<file path="config.mk">
export PLATFORM = sky130hd
export DESIGN_NAME = pwm_duty_slew
export DESIGN_NICKNAME = d
export VERILOG_FILES = /design/src/rtl/pwm_duty_slew.sv
export SDC_FILE = /design/constraint.sdc
export NUM_CORES = 1
export LEC_CHECK = 0
export CORE_MARGIN = 4
export CORE_UTILIZATION = 58
export CTS_BUF_LIST = sky130_fd_sc_hd__clkbuf_16
export DETAILED_ROUTE_END_ITERATION = 10
export PLACE_DENSITY = 0.82
export SETUP_SLACK_MARGIN = 0.1
export SLEW_MARGIN = 0
export SYNTH_ARGS = -nofsm -noshare
export SYNTH_HDL_FRONTEND = slang
export SYNTH_SLANG_ARGS = --single-unit
</file>
<file path="constraint.sdc">
create_clock -name clk -period 4.8 [get_ports clk]
set_input_delay 1.2 -clock clk [delete_from_list [all_inputs] [get_ports clk]]
set_output_delay 1.2 -clock clk [all_outputs]
set_load 0.02 [all_outputs]
</file>
<file path="src/rtl/pwm_duty_slew.sv">
`default_nettype none
// ============================================================================
//  Module   : pwm_duty_slew
//  Purpose  : Slew-rate limiter between the SPI duty register and the PWM
//             generator. The output duty walks toward the requested target in
//             steps of at most STEP, one step per prescaled tick, so a software
//             write never produces an abrupt duty jump. A bypass mode lets the
//             output follow the target directly.
//  Ports    :
//    clk            in   1      system clock, rising edge
//    rst            in   1      synchronous active-high reset
//    i_target_duty  in   WIDTH  requested duty (sampled every edge)
//    i_step_div     in   8      one step tick every i_step_div+1 clocks
//    i_slew_en      in   1      1 = slew limited, 0 = bypass
//    o_duty_out     out  WIDTH  registered duty to the PWM generator
//    o_ramping      out  1      (duty != target) && slew enabled, combinational
//    o_done         out  1      one-cycle pulse when a ramp step lands on target
//  Revision : 1.0  initial release
// ============================================================================
module pwm_duty_slew #(
  parameter int WIDTH      = 8,
  parameter int STEP       = 1,
  parameter int RESET_DUTY = 0
) (
  input  logic             clk,
  input  logic             rst,
  input  logic [WIDTH-1:0] i_target_duty,
  input  logic [7:0]       i_step_div,
  input  logic             i_slew_en,
  output logic [WIDTH-1:0] o_duty_out,
  output logic             o_ramping,
  output logic             o_done
);

  // Direction encoding, derived fresh every cycle from duty vs. target.
  localparam logic [1:0] c_ST_IDLE = 2'd0;
  localparam logic [1:0] c_ST_UP   = 2'd1;
  localparam logic [1:0] c_ST_DOWN = 2'd2;

  localparam logic [WIDTH:0]   c_STEP       = (WIDTH+1)'(STEP);
  localparam logic [WIDTH-1:0] c_RESET_DUTY = WIDTH'(RESET_DUTY);

  logic [WIDTH-1:0] r_duty;
  logic [7:0]       r_cnt;
  logic             r_done;

  logic [1:0]       w_state;
  logic [WIDTH:0]   w_diff;
  logic [WIDTH-1:0] w_next;
  logic             w_tick;

  always_comb begin
    w_state = c_ST_IDLE;
    if (i_target_duty > r_duty) begin
      w_state = c_ST_UP;
    end else if (i_target_duty < r_duty) begin
      w_state = c_ST_DOWN;
    end
  end

  // Distance to target and the next stepped value. The distance is computed
  // one bit wider so neither direction can wrap; when the remaining distance
  // is within one step we land exactly on target, which also keeps the
  // duty+STEP / duty-STEP arithmetic inside the legal range.
  always_comb begin
    w_diff = '0;
    w_next = r_duty;
    case (w_state)
      c_ST_UP: begin
        w_diff = {1'b0, i_target_duty} - {1'b0, r_duty};
        w_next = (w_diff <= c_STEP) ? i_target_duty : WIDTH'({1'b0, r_duty} + c_STEP);
      end
      c_ST_DOWN: begin
        w_diff = {1'b0, r_duty} - {1'b0, i_target_duty};
        w_next = (w_diff <= c_STEP) ? i_target_duty : WIDTH'({1'b0, r_duty} - c_STEP);
      end
      default: begin
        w_diff = '0;
        w_next = r_duty;
      end
    endcase
  end

  // >= rather than == so that lowering i_step_div below the current count
  // produces a tick on the very next edge instead of waiting for a wrap.
  assign w_tick = i_slew_en && (w_state != c_ST_IDLE) && (r_cnt >= i_step_div);

  always_ff @(posedge clk) begin
    if (rst) begin
      r_duty <= c_RESET_DUTY;
      r_cnt  <= 8'd0;
      r_done <= 1'b0;
    end else if (!i_slew_en) begin
      r_duty <= i_target_duty;
      r_cnt  <= 8'd0;
      r_done <= 1'b0;
    end else if (w_state == c_ST_IDLE) begin
      r_cnt  <= 8'd0;
      r_done <= 1'b0;
    end else if (w_tick) begin
      r_duty <= w_next;
      r_cnt  <= 8'd0;
      r_done <= (w_next == i_target_duty);
    end else begin
      r_cnt  <= r_cnt + 8'd1;
      r_done <= 1'b0;
    end
  end

  assign o_duty_out = r_duty;
  assign o_done     = r_done;
  assign o_ramping  = (r_duty != i_target_duty) && i_slew_en;

endmodule
`default_nettype wire
</file>
Word level (Yosys, flattened, before mapping)
Cells that the tools add are included.
{ "word_totals": {"inputBits": 19, "output_inout_bits": 10, "wordCells": 37, "ff_bits": 17} }
{ "classes": {"bitwise": 2, "eq_ne": 6, "add_sub_neg": 5, "mux": 8, "order_cmp": 5, "n_reduce_logical": 8} }
{ "op_table": {"columns": ["op", "count"], "rows": [
  ["2-to-1 mux 8 bit", 5],
  ["<= comparator 9 x 1 -> 1 bit (second input constant)", 2],
  ["subtractor 8 x 8 -> 9 bit", 2],
  ["adder 8 x 1 -> 8 bit (second input constant)", 2],
  ["one-hot mux 8 bit (2 select lines)", 1],
  ["== test 8 bit", 1],
  ["greater-or-equal comparator 8 bit", 1],
  ["> comparator 8 bit", 1],
  ["less-than comparator 8 bit", 1],
  ["inequality test 8 bit", 1],
  ["OR reduction 4 bit", 2],
  ["subtractor 8 x 1 -> 8 bit (second input constant)", 1],
  ["2-to-1 mux 2 bit", 2],
  ["logical AND 1 bit", 3],
  ["== test 2 x 1 -> 1 bit (second input constant)", 1],
  ["== test 2 bit (second input constant)", 1],
  ["zero test 2 bit", 1],
  ["inequality test 2 x 1 -> 1 bit (second input constant)", 1],
  ["inequality test 2 bit (second input constant)", 1],
  ["NOT 1 bit", 2],
  ["AND reduction 2 bit", 1],
  ["nonzero test 2 bit", 1]
]} }

Logic depth before layout (Yosys ltp)
Gate-level depths: netlist of the first run.
{ "depth": {"ltp_word": 9, "depth_mapped": 15, "ltp_nobuf": 13} }

Worst setup path after synthesis of the first run
No wires, ideal clock.
{ "synth_path": {"path_kind": "in2reg", "from": "input port i_target_duty[0]", "to": "register r_done, in the netlist o_done", "setup_time_ns": 0.088, "t_required_ns": 4.712, "path_stages": 14, "setup_slack_ns": 0.316, "n_path_buf": 1, "arrival_time_ns": 4.396, "cell_sequence": "inv_1 ha_1 inv_1 fa_1 xnor2_2 o21ai_0 or4_4 a2111oi_4 and2_2 buf_2 o21a_1 o31ai_1 or4b_1 nor4_2"} }
{ "synth_between": {"elab_chain_len": 8, "elab_cells_between_ends": 20, "classes_between": "add/sub (2); order compare (4); eq/ne (3); mux (5); bitwise (1); reduce/logical (5)"} }
{ "synth_lines": {"columns": ["item", "line", "text"], "rows": [
  ["start: declaration", "27", "input logic [WIDTH-1:0] i_target_duty,"],
  ["parallel branches: the longest is 8 deep, another holds subtractor 8 x 8 -> 9 bit", null, null],
  ["end signal: assignment", "103", "r_done <= (w_next == i_target_duty);"],
  ["end: declaration", "45", "logic r_done;"]
]} }
Several ways; the timed one is not identified.
A chain may end at the register's enable or synchronous reset.

Worst setup path after layout of the first run
{ "layout_path": {"from": "input port i_target_duty[3]", "to": "register r_done, in the netlist o_done"} }
The elaborated chain is that of the path after synthesis.

==> run summary, run 1 <==
Via/cell ratio: 6.50
Total power: 707 uW
Critical Path, Cell by Cell: clkdlybuf4s50_1 -> inv_1 -> ha_1 -> a21oi_2 -> nand2_1 -> or3b_2 -> a2111oi_4 -> buf_4 -> a211oi_2 -> a2111oi_4 -> xnor2_1 -> or4b_4 -> nor4_2
Clock sink count: 17
Status: finished clean
Async SR Flop Fraction: 0%
CTS max path bufs: 2
Post-layout minimum cycle time: 4.58 ns
VDD IR max: 0.000152 V
DP Wirelength: 6.60 mm
Global-route wire length before repair: 13.8 mm
Switching Share: 39.3%
Routed WL per cell: 18.3 um
Combinational share of power: 52.4%
H-tree levels: 1
Hold buffer count at CTS: 0
Remaining Overflow, GRT: 0
Largest net degree at the start of global routing: 13
Skew-Pair Late Insertion Delay: 0.25 ns
Critical Path Fanout Max: 6
Nets: 462
Ant. Diodes: 0
Initial antenna violation count: 0
GPL Wtd Cong: 0.960
Number of I/O pins: 29
Hold path cells: 1
Buf+Inv Stages, Crit Path: 3
Vias in the first global route: 2852
CTS tree: done
Via Count: 3024
Initial core utilization: 60.2%
Max-cap viol count: 0
Die Area: 0.00566 mm2
Switching component of the power: 278 uW
Die W: 75.2 um
Worst R2R Setup Slack: 0.89 ns
Post-Syn Area: 0.00262 mm2
Syn-to-layout area delta: 31.2%
Avg Synthesized Cell Area: 7.45 um2
Most frequent cells in the layout: buf_4, a21oi_1, inv_1
CTS Buf Count: 3
Critical Path Most Common Cell: a2111oi_4
Flop pwr share: 22.7%
Worst EP arrival: 4.75 ns
Reg-to-reg critical path endpoint: o_done
Root Buffer: clkbuf_16
Final ANT Viol Nets: 0
Fin crit share: 95.4%
Final setup fails: 0
Ys flop type: dfxtp_1
Pwr per Cell Area: 206 mW/mm2
Final std cells w/o fill: 465
Area of the multi-input gates: 0.00218 mm2
Smallest hold slack: 0.499 ns
Drt initial violations: 294
Final slew viol count: 0
Sequential standard cell area: 340 um2
Post-synth EDFFs: 0
Commonest non-fill, non-tap cell in the layout: buf_4
Core outline area: 0.00435 mm2
CP Class: in -> reg
Synth Register Bits: 17
FILL cells: 301
GRT Resource Usage Total: 31.5%
Yosys warns: 0
Worst setup EP type: register
Clock transition at the registers of the reported paths: 0.06 ns
Reg-to-reg startpoint: o_duty_out[0]
CP startpoint kind: input pin
Path depth of the worst reg2reg path: 13
Mapped Nets: 400
RSZ-0062 raised after global routing: no
Post-synthesis sequential area ratio: 13.0%
Clock Skew: 0.00350 ns
Standard-cell rows: 24
Drt drc: 0
Syn Inst Count: 352
Layout cells sized above 1: 21.5%
Die Y: 75.2 um
Final hold viol count: 0
Dpl cells: 460
CP top delay family: simple AND/OR/NAND/NOR gates
Port buffer count: 28
Static leakage: 0.00142 uW
Clock power share: 24.9%
Hold Crit Class: reg -> reg
CP required: 4.97 ns
Synth unique cells: 69
P_int: 429 uW
DRT Wirelength: 8.52 mm
Number of detailed-route iterations in the first pass: 5
Peak Freq: 218 MHz
Hold endpoint: r_cnt[0]
Hold Crit Start: r_cnt[0]
Largest stage delay on the critical path: 0.53 ns
Slew margin rel.: 28.3%
Slowest cell on crit path: or4b_4
Worst Tran Pin Value: 1.07 ns
[worst max-delay path by stage]
stage / to / cells past startpoint / start
after global placement: o_done / 14 / i_target_duty[0]
final: o_done / 13 / i_target_duty[3]
after CTS: o_done / 13 / i_target_duty[4]
after detailed placement: o_done / 15 / i_target_duty[0]
after floorplan: o_done / 14 / i_target_duty[0]
after global routing: o_done / 13 / i_target_duty[3]
[cell type report]
| cell class | instances | share of cell area, % |
|---|---|---|
| timing repair buffer | 77 | 19.1 |
| inverter | 30 | 3.27 |
| clock buffer | 3 | 2.18 |
| sequential | 17 | 9.89 |
| clock inverter | 1 | 0.218 |
| tap | 52 | 1.89 |
| multi-input combinational | 285 | 63.4 |
[metal layers]
| metal | global-route usage [%] | wire, um | up-vias | part of all wire [%] |
|---|---|---|---|---|
| li1 | - | - | 1418 | - |
| met1 | 41.8 | 3640 | 1377 | 43 |
| met2 | 49.4 | 3810 | 186 | 45 |
| met3 | 7.61 | 785 | 43 | 9.2 |
| met4 | 11.7 | 280 | 0 | 3.3 |
| met5 | 0 | 0 | - | 0 |
[power by group through the flow]
stage | Combinational, uW | Clock, uW | Sequential [uW]
after floorplan | 217 | 0 | 161
after global placement | 321 | 0 | 162
after detailed placement | 329 | 0 | 162
after CTS | 338 | 178 | 159
after global routing | 397 | 186 | 161
final | 370 | 176 | 160
[Yosys cell counts (2+ instances only)]
| cell type | count | share of area (%) |
|---|---|---|
| or3b_2 | 3 | 1.0 |
| o31ai_1 | 4 | 1.1 |
| a211oi_1 | 5 | 1.4 |
| a221oi_1 | 2 | 0.67 |
| a2111oi_4 | 2 | 2.1 |
| clkbuf_1 | 9 | 1.3 |
| a2111oi_0 | 2 | 0.67 |
| mux2i_1 | 2 | 0.76 |
| and4_1 | 3 | 1.0 |
| nand2_1 | 24 | 3.4 |
| o221ai_1 | 3 | 1.0 |
| o211ai_1 | 4 | 1.1 |
| xnor2_1 | 14 | 4.7 |
| buf_4 | 2 | 0.57 |
| o21a_1 | 3 | 0.86 |
| inv_1 | 29 | 4.2 |
| a31oi_1 | 4 | 0.95 |
| a211oi_2 | 2 | 0.95 |
| a21oi_1 | 30 | 5.7 |
| dfxtp_1 | 17 | 13 |
| o32a_1 | 2 | 0.76 |
| nor3b_1 | 3 | 0.86 |
| nor2_1 | 28 | 4.0 |
| a311oi_1 | 3 | 1.0 |
| nor4_1 | 2 | 0.48 |
| a21o_1 | 9 | 2.6 |
| or4_4 | 2 | 0.86 |
| o21ai_0 | 16 | 3.1 |
| o2111ai_1 | 2 | 0.67 |
| nor3_1 | 10 | 1.9 |
| a211o_1 | 3 | 1.0 |
| nand3_1 | 19 | 3.6 |
| ha_1 | 27 | 13 |
| a22o_1 | 2 | 0.67 |
| buf_2 | 5 | 0.95 |
| xor2_1 | 6 | 2.0 |
| nor2b_1 | 3 | 0.72 |
| or2_2 | 4 | 0.95 |
| nand4_1 | 4 | 0.95 |
| and3_1 | 4 | 0.95 |
| nand3b_1 | 2 | 0.57 |
| nand2b_1 | 2 | 0.48 |
| fa_1 | 2 | 1.5 |
| buf_6 | 3 | 1.3 |
[worst reg2reg max path, cell delays in order, from the launching register on]
cell and delay (ns):
dfxtp_1 0.56, ha_1 0.24, inv_1 0.06, fa_2 0.37
xnor2_2 0.16, o21ai_0 0.09, or4_4 0.53, a2111oi_4 0.35
buf_4 0.20, a211oi_2 0.10, a2111oi_4 0.30, xnor2_1 0.14
or4b_4 0.53, nor4_2 0.20
[cell families after synthesis]
kind of cell | after synthesis | share of synthesized area [%]
simple gates | 120 | 24.0
compound gates | 113 | 32.0
buf+inv | 50 | 8.54
fa+ha+maj | 29 | 14.4
xor+xnor | 21 | 7.30
flops | 17 | 13.0
mux | 2 | 0.763
[stage by stage]
step	util, %	worst slack [ns]	instance area, um2	TNS, ns
floorplan	-	0.316	2620	0
global placement	73.9	-0.153	3220	-0.153
detailed placement	73.9	-0.256	3220	-0.256
CTS	76.6	0.115	3330	0
global route	79.0	0.0929	3440	0
finish	79.0	0.221	3440	0
[registers in the layout, indices dropped and copies added, names as in the netlist]
name,count
o_done,1
r_cnt,8
o_duty_out,8
[timing repair]
| item | CTS | global route |
|---|---|---|
| setup endpoints to repair | 1 | 4 |
| buffers inserted | 1 | 0 |
| resized for setup | 10 | 15 |
| pin swaps | 5 | 5 |
| cloned | 0 | 0 |
Note: power is estimated with default switching activity, not from simulation.
==> run 2: changes to the inputs <==
Settings changed: CORE_MARGIN 4 to 2.
==> run 2 against run 1 <==
First-iteration DRC count shrank 2.0%. Non-clock buffer count shrank 1. Sequential power is essentially flat. Maximum frequency shrank 0.23%. Critical path type unchanged. Largest power group unchanged.
==> run summary, run 2 (synthesis gave the netlist of run 1 again) <==
Status: finished clean
Hold buffer count at CTS: 0
Largest net degree at the start of global routing: 13
Ant. Diodes: 0
Die Area: 0.00508 mm2
Slowest cell on crit path: or4b_1
CP startpoint kind: input pin
Port buffer count: 28
RSZ-0062 raised after global routing: no
Dpl ws: -0.233 ns
CP Class: in -> reg
Critical Path Fanout Max: 9
Final hold viol count: 0
Number of detailed-route iterations in the first pass: 5
Total power: 694 uW
Pwr per Cell Area: 204 mW/mm2
Layout cells sized above 1: 21.4%
Final setup fails: 0
Via Count: 2945
Die W: 71.2 um
Nets: 461
CP required: 4.97 ns
VDD IR max: 0.000165 V
Slew margin rel.: 32.9%
Syn-to-layout area delta: 29.4%
Hold Crit Class: reg -> reg
Largest stage delay on the critical path: 0.55 ns
Remaining Overflow, GRT: 0
Clock sink count: 17
Drt drc: 0
Routed WL per cell: 17.8 um
Clock Skew: 0.00123 ns
CTS Buf Count: 3
Most frequent cells in the layout: buf_4, a21oi_1, inv_1
Critical Path, Cell by Cell: clkdlybuf4s50_1 -> inv_1 -> ha_1 -> buf_4 -> nand4_1 -> a21oi_1 -> or4_4 -> a211oi_4 -> buf_6 -> mux2i_2 -> a21o_1 -> o31ai_1 -> or4b_1 -> nor4_2
Worst EP arrival: 4.76 ns
Global-route wire length before repair: 13.3 mm
Initial core utilization: 60.2%
Via/cell ratio: 6.35
GPL Wtd Cong: 0.997
DP Wirelength: 6.34 mm
Skew-Pair Late Insertion Delay: 0.25 ns
Clock transition at the registers of the reported paths: 0.06 ns
Number of I/O pins: 29
Final setup margin: 0.211 ns
Core outline area: 0.00435 mm2
Initial antenna violation count: 0
Setup TNS: 0 ns
Commonest non-fill, non-tap cell in the layout: buf_4
Standard-cell rows: 24
DRT Wirelength: 8.27 mm
Vias in the first global route: 2799
Final ANT Viol Nets: 0
Max-cap viol count: 0
Static leakage: 0.00141 uW
CTS tree: done
Worst Tran Pin Value: 0.999 ns
Util after Layout: 77.9%
CTS max path bufs: 2
Die Y: 71.2 um
GRT Resource Usage Total: 32.4%
Fin crit share: 95.6%
Final slew viol count: 0
Post-layout minimum cycle time: 4.59 ns
Worst setup EP type: register
Peak Freq: 218 MHz
H-tree levels: 1
Drt initial violations: 288
Root Buffer: clkbuf_16
[run 2: final timing paths]
path                     from       end  slack (ns)  depth (start not counted)
min                  r_cnt[0]  r_cnt[0]        0.50                          1
max reg2reg     o_duty_out[0]    o_done        0.90                         13
min reg2reg          r_cnt[0]  r_cnt[0]        0.50                          1
max          i_target_duty[5]    o_done        0.21                         14
[run 2: area by class of cell]
| class | count | area (um2) |
|---|---|---|
| multi-input cells | 285 | 2140 |
| fillers | 315 | 961 |
| repair buffers | 76 | 649 |
| flip-flops and latches | 17 | 340 |
| inverters | 30 | 113 |
| clock buffers | 3 | 75.1 |
| well taps | 52 | 65.1 |
| clock inverters | 1 | 7.51 |
[run 2: worst max-delay path: cells and delay by family]
| kind | cells | cell delay, ns |
|---|---|---|
| fa+ha+maj | 1 | 0.36 |
| compound gates | 4 | 0.66 |
| buf+inv | 4 | 0.93 |
| mux | 1 | 0.23 |
| simple gates | 4 | 1.38 |
[run 2: stage by stage]
| stage | cell area [um2] | std cells | hold WS (ns) |
|---|---|---|---|
| finish | 3390 | 464 | 0.500 |
| CTS | 3300 | 462 | 0.502 |
| global route | 3390 | 464 | 0.530 |
| floorplan | 2620 | 352 | 0.448 |
| detailed placement | 3200 | 458 | 0.488 |
| global placement | 3200 | 458 | 0.478 |
[run 2: metal layers]
layer / track usage (%) / wire (um)
met5: 0 / 0
met4: 11.3 / 189
met3: 7.17 / 689
met2: 51.1 / 3840
met1: 43.8 / 3540
[run 2: where the power goes]
group	internal (uW)	total, uW	switching (uW)
clock	113	177	64.1
combinational	166	357	191
sequential	146	160	13.8
total	425	694	269
[run 2: timing repair]
item,4_1_cts,5_1_grt
pin swaps,2,4
setup endpoints to repair,1,4
gates resized for setup,7,15
cloned,0,0
hold endpoints to repair,0,0
setup buffers,0,2
==> run 3: changes to the inputs <==
Settings changed: CORE_UTILIZATION 58 to 52, PLACE_DENSITY 0.82 to 0.77.
Clock period 4.8 ns to 3.9 ns, I/O delays scaled along.
==> run 3 against run 2 <==
The run now ends with setup timing left. Largest cell class unchanged. Total power is 42% higher. Via count increased by 19%. Final area up 19%. Setup slack lost 0.42 ns. Highest routed layer unchanged. Global-route usage is 5.7 points higher. Register-to-register slack got worse by 0.67 ns. Sequential power up 19%. Critical path depth grew 3.
==> run summary, run 3 (synthesis gave the netlist of run 1 again) <==
Remaining Overflow, GRT: 0
Peak Freq: 244 MHz
CP required: 4.07 ns
Dpl cells: 509
DRT Wirelength: 11.0 mm
Die W: 75.0 um
Nets: 512
Vias in the first global route: 3268
Worst setup EP type: register
Number of detailed-route iterations in the first pass: 5
Layout cells sized above 1: 37.1%
CP Class: in -> reg
Hold Crit Class: reg -> reg
Flop pwr share: 19.2%
Ant. Diodes: 0
Drt drc: 0
Die Y: 75.0 um
Final slew viol count: 0
Root Buffer: clkbuf_16
Clock Skew: 0.00205 ns
Final ANT Viol Nets: 0
Final std cells w/o fill: 530
Switching component of the power: 402 uW
CP startpoint kind: input pin
Syn-to-layout area delta: 53.7%
Hold buffer count at CTS: 0
Dpl ws: -0.818 ns
Final hold viol count: 0
Smallest hold slack: 0.503 ns
FILL cells: 299
Worst Tran Pin Value: 0.486 ns
P_int: 585 uW
Critical Path Most Common Cell: buf_6
CTS tree: done
Max-cap viol count: 0
Clock transition at the registers of the reported paths: 0.06 ns
Final setup margin: -0.206 ns
Sequential standard cell area: 340 um2
Number of I/O pins: 29
Worst EP arrival: 4.27 ns
Area of the multi-input gates: 0.00234 mm2
Switching Share: 40.8%
RSZ-0062 raised after global routing: yes
VDD IR max: 0.000199 V
Skew-Pair Late Insertion Delay: 0.26 ns
Most frequent cells in the layout: buf_4, nor2_1, a21oi_1
DP Wirelength: 6.91 mm
Initial core utilization: 54.8%
Static leakage: 0.00170 uW
Critical Path, Cell by Cell: buf_6 -> buf_6 -> inv_12 -> ha_4 -> inv_2 -> fa_2 -> xnor2_2 -> o21ai_1 -> or4_4 -> a2111oi_4 -> buf_6 -> buf_4 -> buf_4 -> a31oi_2 -> or2_4 -> o32a_1 -> nor4_2
Clock sink count: 17
Via Count: 3497
GRT Resource Usage Total: 38.2%
Initial antenna violation count: 0
GPL Wtd Cong: 1.03
Core outline area: 0.00479 mm2
Die Area: 0.00563 mm2
Final setup fails: 1
Pwr per Cell Area: 245 mW/mm2
Slew margin rel.: 67.4%
Setup TNS: -0.206 ns
Via/cell ratio: 6.60
Clock power share: 22.2%
Status: finished with violations
CTS max path bufs: 2
Standard-cell rows: 25
Largest net degree at the start of global routing: 13
H-tree levels: 1
Global-route wire length before repair: 16.2 mm
Combinational share of power: 58.6%
Routed WL per cell: 20.8 um
Post-layout minimum cycle time: 4.11 ns
Failing checks: setup timing
Port buffer count: 28
Commonest non-fill, non-tap cell in the layout: buf_4
Slowest cell on crit path: or4_4
Critical Path Fanout Max: 5
Drt initial violations: 485
Largest stage delay on the critical path: 0.52 ns
CTS Buf Count: 3
Fin crit share: 105%
## run 3: final timing paths
kind | end | slack [ns] | depth (start not counted) | from
max | o_done | -0.21 | 17 | i_target_duty[0]
min | r_cnt[0] | 0.50 | 1 | r_cnt[0]
max reg2reg | o_done | 0.23 | 15 | o_duty_out[0]
min reg2reg | r_cnt[0] | 0.50 | 1 | r_cnt[0]
## run 3: final cells by class
cell class                      instances  share of cell area (%)
Inverter                               30                    3.10
Tap cell                               67                    2.08
Sequential cell                        17                    8.44
Clock buffer                            3                    1.86
Multi-Input combinational cell        285                    58.1
Timing Repair Buffer                  127                    26.3
Clock inverter                          1                   0.124
## run 3: metrics by stage
stage	utilization, %	total power, uW	cell area [um2]
floorplan	-	471	2660
global placement	73.7	642	3530
detailed placement	73.7	651	3530
CTS	81.4	919	3900
global route	84.2	1020	4030
finish	84.2	987	4030
## run 3: power by group through the flow
stage	registers, uW	logic [uW]	clock network [uW]
finish	190	578	219
global route	190	607	225
CTS	189	516	214
detailed placement	191	460	0
global placement	191	450	0
floorplan	199	273	0
## run 3: what timing repair did
item,CTS,global route
pin swaps,22,17
hold endpoints to repair,0,0
resized for setup,56,26
endpoints found under the setup margin,10,9
buffers inserted,14,4
## run 3: worst max-delay path: cells and delay by family
kind | cells | cell delay, ns
adder cells (fa/ha/maj) | 2 | 0.54
AO/OA/AOI/OAI | 4 | 0.89
buffers and inverters | 7 | 0.73
AND/OR/NAND/NOR | 3 | 1.01
XOR/XNOR | 1 | 0.13
## run 3: routing by layer
| metal | vias up | share of wire (%) | wire, um | global-route usage (%) |
|---|---|---|---|---|
| met5 | - | 0 | 0 | 0 |
| met4 | 0 | 5.5 | 604 | 17.5 |
| met3 | 89 | 12 | 1290 | 8.70 |
| met2 | 313 | 46 | 5100 | 64.1 |
| met1 | 1576 | 37 | 4030 | 46.2 |
| li1 | 1519 | - | - | - |
